`src/rtl/arch_mem_pkg.sv`:
```
// Shared constants for the memory slot arbiter:
// FSM encoding, Wishbone CTI codes and DMA channel indices.
package arch_mem_pkg;

  localparam logic [1:0] ST_IDLE = 2'd0;
  localparam logic [1:0] ST_CPU  = 2'd1;
  localparam logic [1:0] ST_DMA  = 2'd2;
  localparam logic [1:0] ST_GAP  = 2'd3;

  localparam logic [2:0] CTI_CLASSIC = 3'b000;
  localparam logic [2:0] CTI_INCR    = 3'b010;
  localparam logic [2:0] CTI_EOB     = 3'b111;

  localparam int CH_VID = 0;
  localparam int CH_CUR = 1;
  localparam int CH_SND = 2;
  localparam int PK_CPU = 3;

endpackage

```
`src/rtl/mem_arb_pick.sv`:
```
// Combinational priority picker for the memory slot.
// One-hot result: bits 2:0 follow the DMA channel index, bit 3 is CPU.
module mem_arb_pick
  import arch_mem_pkg::*;
(
  input  logic       token_i,
  input  logic       cpu_req_i,
  input  logic [2:0] dma_req_i,
  output logic [3:0] pick_o
);

  always_comb begin
    pick_o = 4'b0000;
    if (token_i && cpu_req_i) begin
      pick_o[PK_CPU] = 1'b1;
    end else if (dma_req_i[CH_SND]) begin
      pick_o[CH_SND] = 1'b1;
    end else if (dma_req_i[CH_VID]) begin
      pick_o[CH_VID] = 1'b1;
    end else if (dma_req_i[CH_CUR]) begin
      pick_o[CH_CUR] = 1'b1;
    end else if (cpu_req_i) begin
      pick_o[PK_CPU] = 1'b1;
    end
  end

endmodule

```
`src/rtl/mem_slot_arbiter.sv`:
```
// Shares the external Wishbone memory port between single CPU beats
// and fixed-length DMA bursts, with a CPU fairness token between bursts.
module mem_slot_arbiter
  import arch_mem_pkg::*;
#(
  parameter int BURST_LEN = 4,
  parameter int AW        = 22
) (
  input  logic          clkcpu,
  input  logic          rst_n_i,
  input  logic          cpu_cyc_i,
  input  logic          cpu_stb_i,
  input  logic          cpu_we_i,
  input  logic [3:0]    cpu_sel_i,
  input  logic [AW-1:0] cpu_adr_i,
  output logic          cpu_ack_o,
  input  logic [2:0]    dma_req_i,
  input  logic [AW-1:0] vid_adr_i,
  input  logic [AW-1:0] cur_adr_i,
  input  logic [AW-1:0] snd_adr_i,
  output logic [2:0]    dma_gnt_o,
  output logic [2:0]    dma_ack_o,
  output logic          mem_cyc_o,
  output logic          mem_stb_o,
  output logic          mem_we_o,
  output logic [3:0]    mem_sel_o,
  output logic [2:0]    mem_cti_o,
  output logic [AW-1:0] mem_adr_o,
  input  logic          mem_ack_i
);

  localparam int BW = $clog2(BURST_LEN);
  localparam logic [BW-1:0] LAST = BW'(BURST_LEN - 1);

  logic [1:0]    state_q, state_d;
  logic          token_q, token_d;
  logic [BW-1:0] beat_q, beat_d;
  logic          cyc_q, cyc_d;
  logic          we_q, we_d;
  logic [3:0]    sel_q, sel_d;
  logic [2:0]    cti_q, cti_d;
  logic [AW-1:0] adr_q, adr_d;
  logic [2:0]    gnt_q, gnt_d;

  logic       cpu_req;
  logic [3:0] pick;

  assign cpu_req = cpu_cyc_i & cpu_stb_i;

  mem_arb_pick u_pick (
    .token_i   (token_q),
    .cpu_req_i (cpu_req),
    .dma_req_i (dma_req_i),
    .pick_o    (pick)
  );

  always_comb begin
    state_d = state_q;
    token_d = token_q;
    beat_d  = beat_q;
    cyc_d   = cyc_q;
    we_d    = we_q;
    sel_d   = sel_q;
    cti_d   = cti_q;
    adr_d   = adr_q;
    gnt_d   = gnt_q;
    case (state_q)
      ST_IDLE: begin
        if (pick[PK_CPU]) begin
          state_d = ST_CPU;
          cyc_d   = 1'b1;
          we_d    = cpu_we_i;
          sel_d   = cpu_sel_i;
          adr_d   = cpu_adr_i;
          cti_d   = CTI_CLASSIC;
          gnt_d   = 3'b000;
        end else if (|pick[2:0]) begin
          state_d = ST_DMA;
          cyc_d   = 1'b1;
          we_d    = 1'b0;
          sel_d   = 4'hF;
          cti_d   = CTI_INCR;
          gnt_d   = pick[2:0];
          beat_d  = '0;
          if (pick[CH_SND])      adr_d = snd_adr_i;
          else if (pick[CH_CUR]) adr_d = cur_adr_i;
          else                   adr_d = vid_adr_i;
        end
      end
      ST_CPU: begin
        if (mem_ack_i) begin
          state_d = ST_GAP;
          token_d = 1'b0;
          cyc_d   = 1'b0;
          we_d    = 1'b0;
          sel_d   = 4'h0;
          cti_d   = CTI_CLASSIC;
          adr_d   = '0;
        end
      end
      ST_DMA: begin
        if (mem_ack_i) begin
          if (beat_q == LAST) begin
            state_d = ST_GAP;
            token_d = 1'b1;
            cyc_d   = 1'b0;
            sel_d   = 4'h0;
            cti_d   = CTI_CLASSIC;
            adr_d   = '0;
            gnt_d   = 3'b000;
          end else begin
            beat_d = beat_q + 1'b1;
            adr_d  = adr_q + AW'(1);
            cti_d  = (beat_d == LAST) ? CTI_EOB : CTI_INCR;
          end
        end
      end
      default: state_d = ST_IDLE;
    endcase
  end

  always_ff @(posedge clkcpu or negedge rst_n_i) begin
    if (!rst_n_i) begin
      state_q <= ST_IDLE;
      token_q <= 1'b0;
      beat_q  <= '0;
      cyc_q   <= 1'b0;
      we_q    <= 1'b0;
      sel_q   <= 4'h0;
      cti_q   <= CTI_CLASSIC;
      adr_q   <= '0;
      gnt_q   <= 3'b000;
    end else begin
      state_q <= state_d;
      token_q <= token_d;
      beat_q  <= beat_d;
      cyc_q   <= cyc_d;
      we_q    <= we_d;
      sel_q   <= sel_d;
      cti_q   <= cti_d;
      adr_q   <= adr_d;
      gnt_q   <= gnt_d;
    end
  end

  // Acks are steered straight from the memory so data is taken the same cycle
  assign cpu_ack_o = (state_q == ST_CPU) & mem_ack_i;
  assign dma_ack_o = ((state_q == ST_DMA) && mem_ack_i) ? gnt_q : 3'b000;

  assign dma_gnt_o = gnt_q;
  assign mem_cyc_o = cyc_q;
  assign mem_stb_o = cyc_q;
  assign mem_we_o  = we_q;
  assign mem_sel_o = sel_q;
  assign mem_cti_o = cti_q;
  assign mem_adr_o = adr_q;

endmodule

```
`config.mk`:
```
export PLATFORM = sky130hd
export DESIGN_NAME = mem_slot_arbiter
export DESIGN_NICKNAME = d
export VERILOG_FILES = /design/src/rtl/arch_mem_pkg.sv /design/src/rtl/mem_arb_pick.sv /design/src/rtl/mem_slot_arbiter.sv
export SDC_FILE = /design/constraint.sdc
export NUM_CORES = 1
export LEC_CHECK = 0
export BUFFER_PORTS_ARGS = -buffer_cell sky130_fd_sc_hd__buf_2
export CORE_AREA = 4 4 90 92
export CTS_CLUSTER_DIAMETER = 150
export CTS_CLUSTER_SIZE = 28
export DETAILED_ROUTE_END_ITERATION = 8
export DIE_AREA = 0 0 94 96
export MAX_ROUTING_LAYER = met4
export PLACE_DENSITY_LB_ADDON = 0.12
export SLEW_MARGIN = 10
export SYNTH_ARGS = -nofsm -noshare
export SYNTH_HDL_FRONTEND = slang
export SYNTH_SLANG_ARGS = --single-unit
```
`constraint.sdc`:
```
create_clock -name clkcpu -period 1.8 [get_ports clkcpu]
set_input_delay 0.36 -clock clkcpu [delete_from_list [all_inputs] [get_ports clkcpu]]
set_output_delay 0.36 -clock clkcpu [all_outputs]
set_load 0.02 [all_outputs]
```
-- Word-level counts from Yosys, hierarchy flattened
Index checks and enable logic that the tools add are counted.
- register bits: 39
- bits in latches: 0
- bits in writable memories: 0
- memory bits (read-only): 0
- input port bits: 101
- output and inout bits: 39
- word-level logic and storage cells: 100
- memories: 0
- add/subtract/negate cells: 2
- multipliers: 0
- div/mod/pow operators: 0
- $lt $le $gt $ge: 0
- equality and inequality tests: 11
- shift operators: 0
- muxes and demuxes: 61
- bitwise operators: 2
- reductions and logical operators: 15
- operator list (kind ; number):
    22-bit 2-to-1 mux ; 7
    22-bit one-hot mux with 3 select lines ; 1
    3-bit 2-to-1 mux ; 12
    22-bit by 1-bit adder with 22-bit output (second input constant) ; 1
    2-bit 2-to-1 mux ; 10
    4-bit 2-to-1 mux ; 5
    1-bit 2-to-1 mux ; 18
    4-bit AND reduction ; 4
    2-bit != test (second input constant) ; 6
    4-bit one-hot mux with 3 select lines ; 1
    5-bit AND reduction ; 2
    3-bit one-hot mux with 3 select lines ; 1
    2-bit equality test (second input constant) ; 3
    2-bit one-hot mux with 3 select lines ; 1
    3-bit one-hot mux with 2 select lines ; 1
    2-bit nonzero test ; 3
    1-bit one-hot mux with 2 select lines ; 2
    2-bit one-hot mux with 2 select lines ; 1
    3-bit != test (second input constant) ; 1
    1-bit one-hot mux with 3 select lines ; 1
    3-bit AND reduction ; 1
    3-bit nonzero test ; 1
    3-bit OR reduction ; 1
    2-bit by 1-bit adder with 2-bit output (second input constant) ; 1
    4 further kinds ; 6

-- Longest topological paths before layout
Gate-level depths: netlist of run 1.
- depth after elaboration: 9
- mapped depth: 8
- depth with buffers taken out: 7

-- Hierarchy
From an unflattened synthesis of run 1, not the netlist that was laid out.
- cells, all modules: 376
- area total of the unflattened synthesis: 3054.2 um2
- by module, submodules not included (module ; instances ; cells an instance ; area an instance (um2) ; sequential area each (um2)):
    mem_slot_arbiter ; 1 ; 370 ; 3004.1 ; 950.9
    mem_arb_pick ; 1 ; 6 ; 50.0 ; 0.0

-- Worst setup path before layout of run 1
Ideal clock, no wire load.
- path type: flip-flop to flip-flop
- start: reg state_q[0]
- end: reg adr_q[15] (netlist: mem_adr_o[15])
- setup time: 0.135 ns
- arrival time: 1.791 ns
- data required time: 1.665 ns
- path slack: -0.126 ns
- stages on the path, launching flop included: 8
- buffers on the path: 1
- clock period less this slack: 1.926 ns
- cells stage by stage: dfrtp_1 -> inv_1 -> ha_1 -> o21ba_2 -> a311o_1 -> buf_2 -> a221oi_1 -> o31ai_1
- word-level cells in the longest chain between the ends: 3
- elaborated cells on any way between the ends: 9
- those cells by class: eq/ne (5); mux (1); reduce/logical (3)
- RTL lines (item ; RTL line ; source):
    from (decl) ; mem_slot_arbiter.sv:35 ; logic [1:0] state_q, state_d;
    from (signal assigned) ; mem_slot_arbiter.sv:134 ; state_q <= state_d;
    2-bit by 1-bit equality test with 1-bit output, or another cell as far along ; mem_slot_arbiter.sv:67 ; case (state_q)
    2-bit != test (no source line), or another cell as far along ; - ;
    4-bit AND reduction (no source line) ; - ;
    to (signal assigned) ; mem_slot_arbiter.sv:141 ; adr_q <= adr_d;
    to (decl) ; mem_slot_arbiter.sv:42 ; logic [AW-1:0] adr_q, adr_d;
Parallel ways exist; a longest one is shown, timed or not.
A chain may end at the register's enable or synchronous reset.

-- Final worst setup path of run 1
- start: reg state_q[1]
- end: reg adr_q[8] (netlist: mem_adr_o[8])
Same word-level chain as after synthesis.

==> impl_results.md, run 1 <==
* Crit path launch type: flop
* Yosys warning total at 0
* CP Launch Point: state_q[1]
* Fin. Hold Viols at 0
* Starting Density at 42.8%
* Dominant cell by count in the synthesized netlist: dfrtp_1
* Reg clk slew, reported paths at 0.08 ns
* Leakage at 2.43 nW
* Seq/Total Area, Yosys at 30.8%
* Failing checks: negative setup slack
* Critical-path top delay cell: dfrtp_1
* Std-Cell Rows at 31
* Reg2reg setup slack at -0.20 ns
* Hold Path Origin: cpu_we_i
* All-Layer GR Usage at 26.6%
* Maximum clock rate at 0.501 GHz
* Vias at 3850
* Post-synth top cells: 38 x dfrtp_1, 37 x nor2_1, 29 x o21ai_0
* Setup crit end kind: flop
* Max Clock Skew at 0.00783 ns
* Final Worst Setup Slack at -0.198 ns
* Crit-path max cell delay at around 0.43 ns
* #FFs+latches synth at 38
* CTS Buf Count at 5
* Status: finished, violations left
* MaxCap Viol Count at 0
* P&R area growth vs syn at 62.3%
* Final Setup Violations at 29
* Relative slew slack at 65.1%
* Hold crit path type: input pin to flop
* CTS sink count at 38
* Crit path max-delay family: compound AO/OA/AOI/OAI gates
* Mapped Nets at 485
* Cell Chain, Critical Path: inv_2 > ha_2 > o21ba_4 > a311o_2 > buf_4 > buf_6 > a221oi_4 > a21oi_1
* Clock Path Buffers at 2
* Dpl ws at -0.410 ns
* GPL Wtd Cong at 0.920
* Mapped Avg Cell Area at 8.19 um2
* Synth Cell Area at 3090 um2
* Met2 usage at between 40% and 50%
* GRT busiest layer: met2
* Worst-margin pin slew at 0.517 ns
* GRT overflow at 0
* Antenna violations before repair at 0
* Minimum clock period after layout at approximately 2 ns
* ANT cells at 0
* Post-route antenna net violation count at 0
* Maximum vdd drop at 0.930 mV
* Pwr/cell area at roughly 1700 nW/um2
* Vias in the first global route at 3714
* Ys async rst share at 100%
* Drt wl/cell at 17.7 um
* Routed Wire Length at approximately 12 mm
* M3 GR Usage at between 3 and 4%
* Cells after synthesis at between 300 and 400
* H-tree depth at 2
* GR met1 Demand/Resource at 34.2%
* Vert. Die Dim at 96 um
* Port Buffer Count at approximately 140
* Die width at 94 um
* RSZ-0062 raised after global routing: yes
* Share of cells above drive strength 1 at 50.8%
* Vias per cell at between 5 and 6
* Required @ worst endpoint at roughly 2.0 ns
* Die area at 9020 um2
* Largest cells by area after synthesis: dfrtp_1 31%, o21ai_0 4.7%, nor2_1 4.5%
* CP Class: flop to flop
* Core footprint at 7210 um2
* Final Slew Violations at 0
* Final worst path period share at 111%
* EDFF count, synth at 0
* Worst EP arrival at about 2.2 ns
* Buf+Inv Stages, Crit Path at 3
* Ys flop type: dfrtp_1
* Yosys cell types at 65
* Largest area contributor in the synthesized netlist: dfrtp_1
* CP max FO at 6
* DRT Pass-1 Iters at 4
* Root buffer cell: clkbuf_8
* Setup TNS at -3.18 ns
* Largest net degree at the start of global routing at 22
* Synth top area share at 30.8%
* Top-level port count at 140
* Nets at 698
* Iter 0 DRT Violations at about 180
* Residual DRC at 0
* Reg2reg start: state_q[1]
* Worst-Skew Late Latency at 0.30 ns
* CTS tree: yes
* Hpwl dp at 9.23 mm
* First-pass GRT wire length at roughly 18 mm
[cell type report]
cell class	count	area, um2
fillers	586	2200
repair buffers	234	1550
flip-flops and latches	38	951
clock buffers	7	86.3
inverters	18	70.1
clock inverters	1	5.00
multi-input cells	293	2230
well taps	99	124
[cell usage in the layout (no fill, tap or decap), types with 5 or more instances in the layout]
cell type | Yosys | routed
buf_2 | 11 | 136
buf_4 | 3 | 75
dfrtp_1 | 38 | 38
nor2_1 | 37 | 35
nand2_1 | 26 | 24
nor3_1 | 18 | 16
a21oi_1 | 21 | 16
buf_6 | 3 | 16
inv_1 | 18 | 15
o21ai_0 | 29 | 15
o21ai_1 | 2 | 14
mux2i_1 | 12 | 12
and3_1 | 9 | 9
a31oi_1 | 9 | 9
nand4_1 | 7 | 7
nand3_1 | 6 | 6
clkbuf_8 | 0 | 6
or3_1 | 5 | 5
a211oi_2 | 0 | 5
buf_12 | 0 | 5
[tightest hold or removal path, delay by kind of cell]
| family | cells | cell delay, ns |
|---|---|---|
| AOI/OAI and AO/OA | 1 | 0.06 |
| buffers and inverters | 1 | 0.09 |
| and+or+nand+nor | 1 | 0.06 |
[cell families after synthesis]
| logic type | share of synthesized area [%] |
|---|---|
| adders and majority gates | 2.84 |
| and+or+nand+nor | 23.3 |
| AOI/OAI and AO/OA | 28.3 |
| muxes | 6.80 |
| xor gates and xnor gates | 0.851 |
| DFF | 30.8 |
| buffers and inverters | 7.13 |
[state kept, by name, indices dropped and copies added, names as in the netlist]
name       cells
mem_adr_o     22
mem_sel_o      4
dma_gnt_o      3
beat_q         2
mem_cti_o      2
state_q        2
mem_cyc_o      1
mem_we_o       1
token_q        1
[repair_timing]
item | in CTS | in global routing
endpoints found under the setup margin | 33 | 37
setup buffers | 5 | 12
cloned | 2 | 1
pin swaps | 10 | 13
hold buffers | 1 | 0
hold endpoints to repair | 11 | 0
gates resized for setup | 55 | 39
[stage by stage]
step | hold WS (ns) | instance area, um2 | util [%] | total power [W] | cells
CTS | 0.306 | 4790 | 66.3 | 0.00792 | 678
floorplan | 0.0644 | 3150 | - | 0.00457 | 377
finish | 0.310 | 5010 | 69.5 | 0.00861 | 690
global placement | 0.286 | 4430 | 61.3 | 0.00646 | 662
detailed placement | 0.286 | 4430 | 61.3 | 0.00654 | 662
global route | 0.325 | 5010 | 69.5 | 0.00917 | 690
[where the power goes]
part           switching, W  internal [W]
logic               0.00326       0.00311
clock network      0.000333      0.000310
registers          0.000328       0.00127
total               0.00392       0.00469
[path summary, 6_finish.rpt]
| path | end | cells after the start |
|---|---|---|
| setup reg to reg | mem_adr_o[8] | 8 |
| hold reg to reg | mem_sel_o[0] | 1 |
| max in group asynchronous | mem_sel_o[1] | 3 |
| hold / removal | mem_we_o | 3 |
| setup / recovery | mem_adr_o[8] | 8 |
| min in group asynchronous | mem_adr_o[18] | 2 |
[routing by layer]
metal  routed length [um]  vias to the layer above  share of wire (%)
met5                    0                        -                  0
met4                  265                        0                2.2
met3                  758                       25                6.2
met2                 6160                      163                 51
met1                 5010                     1821                 41
li1                     -                     1841                  -
(Power assumes the default switching activity.)
==> run 2: changes to the inputs <==
CORE_AREA = 4 4 86 88   (was 4 4 90 92)
DIE_AREA = 0 0 90 92   (was 0 0 94 96)
TNS_END_PERCENT = 30   (was default)
clock period = 2.2 ns   (was 1.8 ns; I/O delays follow)
==> run 2 against run 1 <==
The run now ends clean. Register-to-register slack improved by 0.28 ns. Power down 37%. Via count shrank 7.0%. Count of clock-buffer cells in the layout unchanged. Worst setup slack gained 0.28 ns. Cell count decreased by 12%. Fmax down 5.5%. Clock power is 19% lower. Highest routed layer unchanged.
==> impl_results.md, run 2 (synthesized netlist as in run 1, its figures left out) <==
* Status: finished clean
* Top-level port count at 140 (unchanged)
* Die width at 90 um (-4.3%)
* # fillers at 615 (+4.9%)
* Residual DRC at 0 (unchanged)
* ANT cells at 0 (unchanged)
* First-pass GRT wire length at 16.9 mm (-8.3%)
* Nets at 635 (-9.0%)
* Antenna violations before repair at 0 (unchanged)
* Final Slew Violations at 0 (unchanged)
* Worst-margin pin slew at 0.510 ns (-0.00680 ns)
* Fin. Hold Viols at 0 (unchanged)
* Hold crit path type: input pin to asynchronous set/reset pin
* Commonest cells after routing, fill and taps aside: 139 x buf_2, 38 x dfrtp_1, 36 x nor2_1
* Routed Wire Length at 10.5 mm (-14%)
* Commonest non-fill, non-tap cell in the layout: buf_2
* Post-CTS Hold Buffers at 0 (-1)
* Final Setup Violations at 0 (-100%)
* Core footprint at 6640 um2 (-7.9%)
* Share of cells above drive strength 1 at 39.2% (-12 points)
* Max FFs per register at 22 (unchanged)
* CTS tree: yes
* Seq pwr share at 25.9% (+7.4 points)
* Worst EP arrival at 2.36 ns (+0.18 ns)
* Maximum vdd drop at 0.665 mV (-28%)
* Port Buffer Count at 139 (unchanged)
* P&R area growth vs syn at 34.4%
* Crit path launch type: flop
* Combinational share of power at 64.5% (-9.5 points)
* Root buffer cell: clkbuf_8
* Reg clk slew, reported paths at 0.08 ns (about the same)
* CP Class: flop to flop
* Vias at 3579 (-7.0%)
* DRT Pass-1 Iters at 4 (unchanged)
* Final worst path period share at 96.1% (-15 points)
* Net Sw Power at 0.00264 W (-33%)
* Post-route antenna net violation count at 0 (unchanged)
* Hpwl dp at 8.26 mm (-10%)
* Switching Fraction at 48.8% (+3.3 points)
* Cell Chain, Critical Path: inv_1 > ha_1 > o21ba_2 > or4_1 > a211oi_1 > a221o_1
* Relative slew slack at 66.0% (+0.89 points)
* Maximum clock rate at 0.473 GHz (-5.5%)
* Pint at 0.00276 W (-41%)
* Leakage at 2.04 nW (-16%)
* Die area at 8280 um2 (-8.2%)
* MaxCap Viol Count at 0 (unchanged)
* CTS sink count at 38 (unchanged)
* Worst-Skew Late Latency at 0.30 ns (about the same)
* Crit-path max cell delay at 0.64 ns (+0.21 ns)
* Vias per cell at 5.89 (+5.5%)
* All-Layer GR Usage at 25.5% (-1.1 points)
* Crit path max-delay family: compound AO/OA/AOI/OAI gates
* Buf+Inv Stages, Crit Path at 1 (-2)
* Design area at 4150 um2 (-17%)
* Max Clock Skew at 0.0125 ns (+0.00466 ns)
* Starting Density at 46.5% (+3.7 points)
* GPL Wtd Cong at 0.977 (+6.1%)
* Iter 0 DRT Violations at 249 (+38%)
* Minimum clock period after layout at 2.12 ns (+0.117 ns)
* CP max FO at 8 (+2)
* Largest net degree at the start of global routing at 23 (+4.5%)
* Vert. Die Dim at 92 um (-4.2%)
* H-tree depth at 2 (unchanged)
* CTS Buf Count at 5 (unchanged)
* Placed cell area at 4010 um2 (-9.4%)
* Std-Cell Rows at 30 (-3.2%)
* Clock Path Buffers at 2 (unchanged)
* Drt wl/cell at 17.3 um (-1.9%)
* Setup crit end kind: flop
* GRT overflow at 0 (unchanged)
* Required @ worst endpoint at 2.44 ns (+0.45 ns)
* Pwr/cell area at 1300 nW/um2 (-24%)
* Vias in the first global route at 3390 (-8.7%)
* Total power at 0.00540 W (-37%)
* Clock share of power at 9.7% (+2.2 points)
* Critical-path top delay cell: or4_1
## run 2: layout make-up
| type | count | area (um2) | area share, % |
|---|---|---|---|
| multi-input cells | 293 | 1960 | 47.3 |
| flip-flops and latches | 38 | 951 | 22.9 |
| clock buffers | 7 | 86.3 | 2.08 |
| well taps | 80 | 100 | 2.41 |
| inverters | 18 | 67.6 | 1.63 |
| repair buffers | 171 | 977 | 23.5 |
| clock inverters | 1 | 5.00 | 0.121 |
## run 2: path summary, 6_finish.rpt
check | startpoint | to | slack, ns | depth (start not counted)
max | state_q[0] | mem_adr_o[10] | 0.08 | 6
min | rst_n_i | mem_adr_o[2] | 0.1 | 1
max reg2reg | state_q[0] | mem_adr_o[10] | 0.08 | 6
min reg2reg | mem_sel_o[2] | mem_sel_o[2] | 0.51 | 1
max in group asynchronous | rst_n_i | mem_adr_o[15] | 1.60 | 2
min in group clkcpu | cpu_we_i | mem_we_o | 0.39 | 3
## run 2: routing by layer
metal / GRT usage [%] / vias to the layer above / share of wire (%)
met2: 39.8 / 135 / 49
li1: - / 1724 / -
met4: 6.89 / 0 / 1.4
met3: 4.68 / 14 / 6.4
met5: - / - / 0
met1: 34.3 / 1706 / 43
## run 2: repair_timing
action,4_1_cts,5_1_grt
pin swaps,0,0
resized for setup,4,11
buffers inserted,0,1
endpoints found under the hold margin,0,0
endpoints found under the setup margin,2,20
## run 2: worst register-to-register path, stage by stage (launching register included)
cell and delay, ns:
dfrtp_1 0.40, inv_1 0.09, ha_1 0.23, o21ba_2 0.25, or4_1 0.64, a211oi_1 0.31, a221o_1 0.16
## run 2: stage by stage
| stage | hold WS, ns | setup TNS, ns | worst slack (ns) | std cells | util, % |
|---|---|---|---|---|---|
| 5_1_grt | 0.126 | -0.126 | -0.0674 | 608 | 62.5 |
| 6_report | 0.0954 | 0 | 0.0849 | 608 | 62.5 |
| 2_1_floorplan | 0.144 | 0 | 0.274 | 377 | - |
| 4_1_cts | 0.111 | -0.0161 | -0.0161 | 607 | 61.9 |
| 3_5_place_dp | 0.437 | -0.245 | -0.151 | 599 | 60.3 |
| 3_3_place_gp | 0.432 | -0.0232 | -0.0232 | 599 | 60.3 |
## run 2: power by group through the flow
| stage | Sequential (W) | Clock (W) | Combinational (W) |
|---|---|---|---|
| global placement | 0.00138 | 0 | 0.00331 |
| CTS | 0.00138 | 0.000528 | 0.00339 |
| global route | 0.00145 | 0.000561 | 0.00385 |
| detailed placement | 0.00140 | 0 | 0.00335 |
| floorplan | 0.00166 | 0 | 0.00193 |
| finish | 0.00140 | 0.000521 | 0.00348 |
